### src/rtl/lsu_pkg.sv
// Shared definitions for the load/store unit: funct3 codes, FSM states,
// access sizes and the split/legality predicates.
package lsu_pkg;

  localparam logic [2:0] F3_B  = 3'b000;
  localparam logic [2:0] F3_H  = 3'b001;
  localparam logic [2:0] F3_W  = 3'b010;
  localparam logic [2:0] F3_BU = 3'b100;
  localparam logic [2:0] F3_HU = 3'b101;

  typedef enum logic [2:0] {IDLE, ACC0, ACC1, WAIT, RESP} lsu_state_t;

  typedef enum logic [1:0] {BYTE, HALF, WORD} access_size_t;

  function automatic access_size_t access_size(input logic [2:0] funct3);
    case (funct3[1:0])
      2'b00:   return BYTE;
      2'b01:   return HALF;
      default: return WORD;
    endcase
  endfunction

  // An access spills into the next word when offset + size runs past byte 3.
  function automatic logic is_split(input access_size_t size, input logic [1:0] offset);
    case (size)
      HALF:    return offset == 2'd3;
      WORD:    return offset != 2'd0;
      default: return 1'b0;
    endcase
  endfunction

  function automatic logic is_supported(input logic we, input logic [2:0] funct3);
    if (we)
      return (funct3 == F3_B) || (funct3 == F3_H) || (funct3 == F3_W);
    return (funct3 == F3_B) || (funct3 == F3_H) || (funct3 == F3_W) ||
           (funct3 == F3_BU) || (funct3 == F3_HU);
  endfunction

endpackage

### src/rtl/lsu_align.sv
// Combinational lane steering for the load/store unit: store byte enables
// and lane-positioned data for both words, and load shift/extension.
module lsu_align import lsu_pkg::*; #(
  parameter int DATA_W = 32
) (
  input  logic [2:0]        funct3,
  input  logic [1:0]        offset,
  input  logic [DATA_W-1:0] wdata,
  input  logic [DATA_W-1:0] word0,
  input  logic [DATA_W-1:0] word1,
  output logic [3:0]        wr0,
  output logic [3:0]        wr1,
  output logic [DATA_W-1:0] wdata0,
  output logic [DATA_W-1:0] wdata1,
  output logic [DATA_W-1:0] rdata
);

  logic [3:0]          mask;
  logic [7:0]          lanes;
  logic [2*DATA_W-1:0] st_wide;
  logic [DATA_W-1:0]   ld_low;

  // Store path: the upper half of the 8-lane window is what spills into word1.
  always_comb begin
    mask = 4'b1111;
    case (access_size(funct3))
      BYTE:    mask = 4'b0001;
      HALF:    mask = 4'b0011;
      default: mask = 4'b1111;
    endcase
    lanes   = {4'b0000, mask} << offset;
    st_wide = {{DATA_W{1'b0}}, wdata} << {offset, 3'b000};
    wr0     = lanes[3:0];
    wr1     = lanes[7:4];
    wdata0  = '0;
    wdata1  = '0;
    for (int i = 0; i < 4; i++) begin
      if (wr0[i]) wdata0[8*i +: 8] = st_wide[8*i +: 8];
      if (wr1[i]) wdata1[8*i +: 8] = st_wide[DATA_W + 8*i +: 8];
    end
  end

  always_comb begin
    ld_low = DATA_W'({word1, word0} >> {offset, 3'b000});
    rdata  = '0;
    case (funct3)
      F3_B:    rdata = {{(DATA_W-8){ld_low[7]}}, ld_low[7:0]};
      F3_H:    rdata = {{(DATA_W-16){ld_low[15]}}, ld_low[15:0]};
      F3_W:    rdata = ld_low;
      F3_BU:   rdata = {{(DATA_W-8){1'b0}}, ld_low[7:0]};
      F3_HU:   rdata = {{(DATA_W-16){1'b0}}, ld_low[15:0]};
      default: rdata = '0;
    endcase
  end

endmodule

### src/rtl/load_store_unit.sv
// Load/store unit between a RISC-V core and a word-organised data memory.
// Define LSU_MISALIGNED_EN to allow accesses that straddle two words.
module load_store_unit import lsu_pkg::*; #(
  parameter int DM_ADDRESS = 9,
  parameter int DATA_W     = 32
) (
  input  logic                  clk,
  input  logic                  reset,
  input  logic                  req_valid,
  output logic                  req_ready,
  input  logic                  req_we,
  input  logic [2:0]            req_funct3,
  input  logic [DM_ADDRESS-1:0] req_addr,
  input  logic [DATA_W-1:0]     req_wdata,
  output logic                  rsp_valid,
  output logic [DATA_W-1:0]     rsp_rdata,
  output logic                  rsp_err,
  output logic [DM_ADDRESS-3:0] mem_addr,
  output logic                  mem_re,
  output logic [3:0]            mem_wr,
  output logic [DATA_W-1:0]     mem_wdata,
  input  logic [DATA_W-1:0]     mem_rdata
);

  localparam int WA_W = DM_ADDRESS - 2;

`ifdef LSU_MISALIGNED_EN
  localparam bit SPLIT_EN = 1'b1;
`else
  localparam bit SPLIT_EN = 1'b0;
`endif

  lsu_state_t        state;
  logic              we_q;
  logic              split_q;
  logic [2:0]        funct3_q;
  logic [1:0]        offset_q;
  logic [3:0]        wr1_q;
  logic [DATA_W-1:0] wdata1_q;
  logic [DATA_W-1:0] word0_q;

  logic              in_idle;
  logic              req_split;
  logic              req_reject;
  logic [2:0]        al_funct3;
  logic [1:0]        al_offset;
  logic [DATA_W-1:0] al_word0;
  logic [DATA_W-1:0] al_word1;
  logic [3:0]        al_wr0;
  logic [3:0]        al_wr1;
  logic [DATA_W-1:0] al_wdata0;
  logic [DATA_W-1:0] al_wdata1;
  logic [DATA_W-1:0] al_rdata;

  // The aligner sees the incoming request while idle (store lanes are
  // registered at accept) and the latched request afterwards (load result).
  assign in_idle    = (state == IDLE);
  assign al_funct3  = in_idle ? req_funct3 : funct3_q;
  assign al_offset  = in_idle ? req_addr[1:0] : offset_q;
  assign al_word0   = split_q ? word0_q : mem_rdata;
  assign al_word1   = split_q ? mem_rdata : '0;
  assign req_split  = is_split(access_size(req_funct3), req_addr[1:0]);
  assign req_reject = !is_supported(req_we, req_funct3) || (req_split && !SPLIT_EN);

  lsu_align #(.DATA_W(DATA_W)) u_align (
    .funct3 (al_funct3),
    .offset (al_offset),
    .wdata  (req_wdata),
    .word0  (al_word0),
    .word1  (al_word1),
    .wr0    (al_wr0),
    .wr1    (al_wr1),
    .wdata0 (al_wdata0),
    .wdata1 (al_wdata1),
    .rdata  (al_rdata)
  );

  always_ff @(posedge clk) begin
    if (reset) begin
      state     <= IDLE;
      req_ready <= 1'b1;
      rsp_valid <= 1'b0;
      rsp_err   <= 1'b0;
      rsp_rdata <= '0;
      mem_addr  <= '0;
      mem_re    <= 1'b0;
      mem_wr    <= 4'b0000;
      mem_wdata <= '0;
      we_q      <= 1'b0;
      split_q   <= 1'b0;
      funct3_q  <= '0;
      offset_q  <= '0;
      wr1_q     <= 4'b0000;
      wdata1_q  <= '0;
      word0_q   <= '0;
    end else begin
      rsp_valid <= 1'b0;
      rsp_err   <= 1'b0;
      rsp_rdata <= '0;
      case (state)
        IDLE: begin
          if (req_valid && req_ready) begin
            we_q      <= req_we;
            split_q   <= req_split;
            funct3_q  <= req_funct3;
            offset_q  <= req_addr[1:0];
            wr1_q     <= al_wr1;
            wdata1_q  <= al_wdata1;
            req_ready <= 1'b0;
            if (req_reject) begin
              state     <= RESP;
              rsp_valid <= 1'b1;
              rsp_err   <= 1'b1;
            end else begin
              state     <= ACC0;
              mem_addr  <= req_addr[DM_ADDRESS-1:2];
              mem_re    <= !req_we;
              mem_wr    <= req_we ? al_wr0 : 4'b0000;
              mem_wdata <= req_we ? al_wdata0 : '0;
            end
          end
        end
        ACC0: begin
          if (split_q && SPLIT_EN) begin
            state     <= ACC1;
            mem_addr  <= mem_addr + WA_W'(1);
            mem_re    <= !we_q;
            mem_wr    <= we_q ? wr1_q : 4'b0000;
            mem_wdata <= we_q ? wdata1_q : '0;
          end else begin
            mem_addr  <= '0;
            mem_re    <= 1'b0;
            mem_wr    <= 4'b0000;
            mem_wdata <= '0;
            if (we_q) begin
              state     <= RESP;
              rsp_valid <= 1'b1;
            end else begin
              state <= WAIT;
            end
          end
        end
        ACC1: begin
          word0_q   <= mem_rdata;
          mem_addr  <= '0;
          mem_re    <= 1'b0;
          mem_wr    <= 4'b0000;
          mem_wdata <= '0;
          if (we_q) begin
            state     <= RESP;
            rsp_valid <= 1'b1;
          end else begin
            state <= WAIT;
          end
        end
        // mem_rdata now holds the last word read, so the result is final here.
        WAIT: begin
          state     <= RESP;
          rsp_valid <= 1'b1;
          rsp_rdata <= al_rdata;
        end
        RESP: begin
          state     <= IDLE;
          req_ready <= 1'b1;
        end
        default: begin
          state     <= IDLE;
          req_ready <= 1'b1;
        end
      endcase
    end
  end

endmodule
### config.mk
export PLATFORM = sky130hd
export DESIGN_NAME = load_store_unit
export DESIGN_NICKNAME = d
export VERILOG_FILES = /design/src/rtl/lsu_pkg.sv /design/src/rtl/lsu_align.sv /design/src/rtl/load_store_unit.sv
export SDC_FILE = /design/constraint.sdc
export NUM_CORES = 1
export LEC_CHECK = 0
export ABC_AREA = 1
export CAP_MARGIN = 20
export CORE_ASPECT_RATIO = 0.75
export CORE_MARGIN = 5
export CORE_UTILIZATION = 45
export CTS_CLUSTER_DIAMETER = 50
export DETAILED_ROUTE_END_ITERATION = 8
export PLACE_DENSITY = 0.82
export SLEW_MARGIN = 20
export SYNTH_ARGS = -nofsm -noshare
export SYNTH_HDL_FRONTEND = slang
export SYNTH_SLANG_ARGS = --single-unit
### constraint.sdc
create_clock -name clk -period 3.5 [get_ports clk]
set_input_delay 0.7 -clock clk [delete_from_list [all_inputs] [get_ports clk]]
set_output_delay 0.7 -clock clk [all_outputs]
set_load 0.05 [all_outputs]
* Word-level counts from Yosys, hierarchy flattened
Index checks and enable logic that the tools add are counted.
** Word-level totals
- Flip-flop bits (word level) :: 121
- Input port bits :: 80
** Cells by class
- Eq/ne operators :: 19
- Shifts and indexed selects :: 3
- Mux-type cells :: 40
- Bitwise operators :: 3
- Reduce and logical (&&, ||, !) cells :: 23
** Operator list (count)
- 32-bit two-way mux :: 5
- 32-bit one-hot mux with 5 select lines :: 1
- 32-bit one-hot mux with 2 select lines :: 1
- 64-bit by 5-bit >> shifter with 32-bit output :: 1
- 8-bit two-way mux :: 4
- 32-bit by 5-bit << shifter with 32-bit output :: 1
- 4-bit one-hot mux with 2 select lines :: 2
- 7-bit two-way mux :: 2
- 7-bit one-hot mux with 2 select lines :: 1
- 3-bit by 2-bit == test with 1-bit output, second input constant :: 4
- 3-bit == test, second input constant :: 4
- 3-bit two-way mux :: 4
- 4-bit two-way mux :: 3
- 3-bit by 1-bit == test with 1-bit output, second input constant :: 3
- 3-bit zero test :: 3
- 1-bit two-way mux :: 9
- 3-bit one-hot mux with 3 select lines :: 1
- 2-bit by 1-bit == test with 1-bit output, second input constant :: 4
- 2-bit one-hot mux with 2 select lines :: 2
- 2-bit zero test :: 3
- 1-bit one-hot mux with 2 select lines :: 3
- 2-bit OR reduction :: 3
- 1-bit logical OR :: 5
- 2-bit == test, second input constant :: 2
- 12 further kinds :: 17

* Depth between registers and ports, before layout
- Depth after elaboration :: 12
- Mapped depth :: 12
- Mapped depth without buffers :: 10

* Cells and area by module
A second synthesis with hierarchy kept.
** Unflattened totals
- Cell total of the unflattened synthesis :: 1356
- Area, all modules :: 7940.1 sq um
** By module, submodules not included
- load_store_unit :: instances 1, cells an instance 806, area an instance 5243.8 sq um, sequential area each 2422.3 sq um
- lsu_align :: instances 1, cells an instance 550, area an instance 2696.3 sq um, sequential area each 0.0 sq um

* Worst setup path after synthesis
Ideal clock, no wire load.
- Kind :: in2reg
- Start :: in req_addr[0]
- End :: reg rsp_rdata[26]
- Library setup time :: 0.056 ns
- Data arrival time :: 1.731 ns
- Required time :: 3.444 ns
- Setup slack :: 1.714 ns
- Cell stages on the path :: 10
- Buffers on the path :: 2
- Cells stage by stage :: inv_1 -> nand3_2 -> buf_2 -> buf_1 -> nand3_1 -> nand3_1 -> nand3_1 -> nand3_1 -> nand2_1 -> inv_1
** Between the ends
- Longest elaborated chain between the ends :: 3
** RTL lines
- start, declared :: RTL line load_store_unit.sv:13 : input logic [DM_ADDRESS-1:0] req_addr,
- 2-bit two-way mux :: RTL line load_store_unit.sv:59 : assign al_offset = in_idle ? req_addr[1:0] : offset_q;
- 64-bit by 5-bit >> shifter with 32-bit output :: RTL line lsu_align.sv:44 : ld_low = DATA_W'({word1, word0} >> {offset, 3'b000});
- 32-bit one-hot mux with 5 select lines :: RTL line lsu_align.sv:46 : case (funct3)
- end signal, assigned :: RTL line load_store_unit.sv:160 : rsp_rdata <= al_rdata;
- end, declared :: RTL line load_store_unit.sv:16 : output logic [DATA_W-1:0] rsp_rdata,
No other way between the ends.
A chain may end at the register's enable or synchronous reset.

* Worst setup path after layout
- Start :: reg state[0]
- End :: reg rsp_rdata[18]
** Between the ends
- Longest elaborated chain between the ends :: 4
- Elaborated cells on any way between the ends :: 13
- Those cells by class :: 5 x eq/ne; 1 x shift; 3 x mux; 1 x bitwise; 3 x reduce/logical
** RTL lines
- start, declared :: RTL line load_store_unit.sv:33 : lsu_state_t state;
- start signal, assigned :: RTL line load_store_unit.sv:80 : state <= IDLE;
- start signal, assigned :: RTL line load_store_unit.sv:111 : state <= RESP;
- start signal, assigned :: RTL line load_store_unit.sv:115 : state <= ACC0;
- 3-bit zero test :: RTL line load_store_unit.sv:57 : assign in_idle = (state == IDLE);
- 2-bit two-way mux or 3-bit two-way mux (tied branches) :: RTL line load_store_unit.sv:59, load_store_unit.sv:58
- 64-bit by 5-bit >> shifter with 32-bit output (tied with other cells) :: RTL line lsu_align.sv:44
- 32-bit one-hot mux with 5 select lines :: RTL line lsu_align.sv:46
Parallel ways exist; a longest one is shown, timed or not.

==> parameters.txt <==
Parameter                              Value

Status
  Run status    finished, final reports clean

Power
  Static leakage    3.94 nW
  Power Internal    3.17 mW
  PD cells    595 mW/mm2
  Switch share    39.7%
  Highest ir drop seen on vdd    0.000439 V
  Share of total power in sequential cells    29.5%
  Combinational power share    38.7%
  Clock network fraction of total power    31.8%
  Sw power    2.08 mW

Placed design
  Port bufs    158
  Half-perimeter wire length after placement    15.7 mm
  Post-placement worst setup slack    548 ps
  Final estimated routing congestion in global placement    0.918

Clock network
  Clock tree buffer depth    2
  Cts bufs inserted    17
  Clock edge transition at the registers on the reported setup and hold paths    50 ps
  Max H-tree Level    4
  Gates resized, CTS repair    0
  Post-CTS repair timing setup buffer count    0
  Sinks on Clock Net    121
  Clock tree from TritonCTS    yes
  Clk Latency, worst-skew pair    410 ps
  CTS Hold Bufs    0
  Cell chosen for the clock root    sky130_fd_sc_hd__clkbuf_16

Critical path
  Arrival time worst endpoint    2980 ps
  Worst-path fanout max    32
  Worst flop-to-flop path startpoint    state[0]
  Register-to-register setup slack    830 ps
  Crit start category    register
  Critical Path End Type    register
  Kind of critical path    register to register
  CP startpoint    state[0]
  CP required    3810 ps

Routing
  Count of routing violations after the opening detailed-route iteration    1,071
  ANT nets after route    0
  Residual DRC    0
  Sum of routed wire length over all layers    21.8 mm
  DRT Pass-1 Iters    6
  Total via count after detailed routing    7,532
  Wire length per cell after detailed routing    15.8 um
  Avg Vias per Cell    5.46

Timing
  Final count of negative-setup-slack endpoints    0
  Post-route fraction of the period consumed by the critical path    76.4%
  Least setup slack across all paths after layout    825 ps
  Transition time at the pin with the least slew margin    657 ps
  Fmax    374 MHz
  Number of slew-limit violations in the final report    0
  Hold Fails Final Rpt    0
  Clock skew after layout    8.13 ps
  Worst slew margin relative to its limit    56.1%
  Setup TNS    0 ps
  RSZ-0062 raised after global routing    false
  Crit path time final    2670 ps

Cells and area
  Nets@finish    1,249
  Number of filler cells placed in the layout    1,304
  ANT cells    0
  Syn-to-layout area delta    32.4%
  Fraction of layout cells with a size suffix above 1    5.93%

Logic synthesis
  Share of async-settable or async-resettable flops after synthesis    0%
  Flip-flop and latch count after synthesis    121
  Nets in the synthesized netlist    1,128
  Top post-synthesis cells by area    sky130_fd_sc_hd__dfxtp_1 36%, sky130_fd_sc_hd__nand3_1 17%, sky130_fd_sc_hd__nand2_1 15%
  Number of enable-type register cells in the synthesized netlist    0
  Yosys warnings    0
  Most used standard cell by instance count after synthesis    sky130_fd_sc_hd__nand2_1
  Fraction of post-synthesis cell area in the top cell type by area    36.3%
  Cell type contributing the most total cell area after synthesis    sky130_fd_sc_hd__dfxtp_1
  Most frequent cells after synthesis    262 x sky130_fd_sc_hd__nand2_1, 226 x sky130_fd_sc_hd__nand3_1, 121 x sky130_fd_sc_hd__dfxtp_1
  Area of the mapped netlist    0.00667 mm2
  Unique cell type count in the Yosys netlist    26
  Mean instance size in the synthesized netlist    6.36 um2
  Post-synthesis sequential area ratio    36.3%
  Number of cells produced by synthesis    1,048
  Prevailing post-synth register cell    sky130_fd_sc_hd__dfxtp_1

Run
  Max capacitance violation total    0

Global route
  Remaining global-route overflow    0
  Grt met1 use    37.2%
  GR Layer Usage met3    8.59%
  GRT Util Overall    24.9%
  Pin count of the biggest net entering global routing    51
  Vias in the first global route    6,780
  Most used routing layer in global routing    met1
  Met2 Usage GRT    33.3%
  Antenna violations before repair    0
  Wire length of the first global-routing pass    34.7 mm

Floorplanning
  Number of top-level design ports    159
  Total Die Area    0.0174 mm2
  Area of the placeable core    0.0145 mm2
  Number of cell rows    38
  Width of the die    151 um
  Overall die height    115 um
  Starting Density    46.0%

Hold path
  Worst hold path type    register to register
  Hold Path Origin    word0_q[9]
==> sequential cells by signal (all words and copies together) (netlist names) <==
| name | cells |
|---|---|
| split_q | 1 |
| we_q | 1 |
| word0_q | 32 |
| req_ready | 1 |
| mem_wdata | 32 |
| state | 3 |
| mem_re | 1 |
| offset_q | 2 |
| funct3_q | 3 |
| rsp_rdata | 32 |
| mem_wr | 4 |
| mem_addr | 7 |
| rsp_valid | 1 |
| rsp_err | 1 |
==> routing by layer <==
layer	vias up	wire length, um
met4	0	401
met5	-	0
li1	3671	-
met2	497	8610
met3	48	2960
met1	3316	9870
==> worst max-delay path: stages (launching register included) <==
cell                      delay (ps)
sky130_fd_sc_hd__dfxtp_1         350
sky130_fd_sc_hd__nor2_4          260
sky130_fd_sc_hd__nand2_2         240
sky130_fd_sc_hd__nand2_1         110
sky130_fd_sc_hd__buf_4           280
sky130_fd_sc_hd__nand2_2         450
sky130_fd_sc_hd__nand2_1         210
sky130_fd_sc_hd__nand3_1         120
sky130_fd_sc_hd__nand3_2         260
sky130_fd_sc_hd__nand3_1         150
sky130_fd_sc_hd__nand2_1          80
sky130_fd_sc_hd__inv_1            40
==> stage by stage <==
step	total power [mW]	cells	cell area (um2)	util, %	hold WS (ps)
2_1_floorplan	3.02	1048	6670	-	424
3_3_place_gp	3.52	1350	8270	57.0	438
3_5_place_dp	3.55	1350	8270	57.0	447
4_1_cts	5.22	1380	8830	60.9	454
5_1_grt	5.53	1380	8830	60.9	477
6_report	5.25	1380	8830	60.9	456
==> placed cells by master, fill, tap and decap left out, types with 3 or more instances in the layout <==
master,n
sky130_fd_sc_hd__buf_4,18
sky130_fd_sc_hd__nor2_1,24
sky130_fd_sc_hd__clkbuf_16,17
sky130_fd_sc_hd__dfxtp_1,120
sky130_fd_sc_hd__o21ai_1,10
sky130_fd_sc_hd__clkbuf_1,4
sky130_fd_sc_hd__nand3_2,5
sky130_fd_sc_hd__o211ai_1,6
sky130_fd_sc_hd__nand4_1,16
sky130_fd_sc_hd__inv_1,119
sky130_fd_sc_hd__nor3_1,3
sky130_fd_sc_hd__nand2_1,262
sky130_fd_sc_hd__nor2_4,5
sky130_fd_sc_hd__clkinv_2,3
sky130_fd_sc_hd__clkdlybuf4s50_1,157
sky130_fd_sc_hd__o21ai_0,66
sky130_fd_sc_hd__nand2_2,8
sky130_fd_sc_hd__inv_2,4
sky130_fd_sc_hd__a21oi_1,92
sky130_fd_sc_hd__nand3_1,226
==> layout make-up <==
class / instances / area, um2 / area share [%]
inverter: 124 / 465 / 5.27
tap: 200 / 250 / 2.84
clock buffer: 22 / 454 / 5.15
sequential: 121 / 2420 / 27.5
multi-input combinational: 728 / 3400 / 38.5
timing repair buffer: 177 / 1730 / 19.6
clock inverter: 8 / 98.8 / 1.12
==> power groups by stage <==
stage | sequential, mW | clock (mW) | combinational [mW]
2_1_floorplan | 1.72 | 0 | 1.30
6_report | 1.55 | 1.67 | 2.03
5_1_grt | 1.56 | 1.75 | 2.21
3_3_place_gp | 1.58 | 0 | 1.95
4_1_cts | 1.55 | 1.69 | 1.98
3_5_place_dp | 1.58 | 0 | 1.97
==> final timing paths <==
kind,cells past startpoint,endpoint
setup / recovery,11,rsp_rdata[18]
hold reg to reg,2,word0_q[9]
hold / removal,2,word0_q[9]
setup reg to reg,11,rsp_rdata[18]
==> cells by family (layout without fill, tap and decap cells) <==
family / Yosys count / in the layout / share of synthesized area [%]
compound gates: 177 / 177 / 13.6
buf+inv: 199 / 331 / 12.6
flops: 121 / 121 / 36.3
simple gates: 551 / 551 / 37.4
Note: power is estimated with default switching activity, not from simulation.
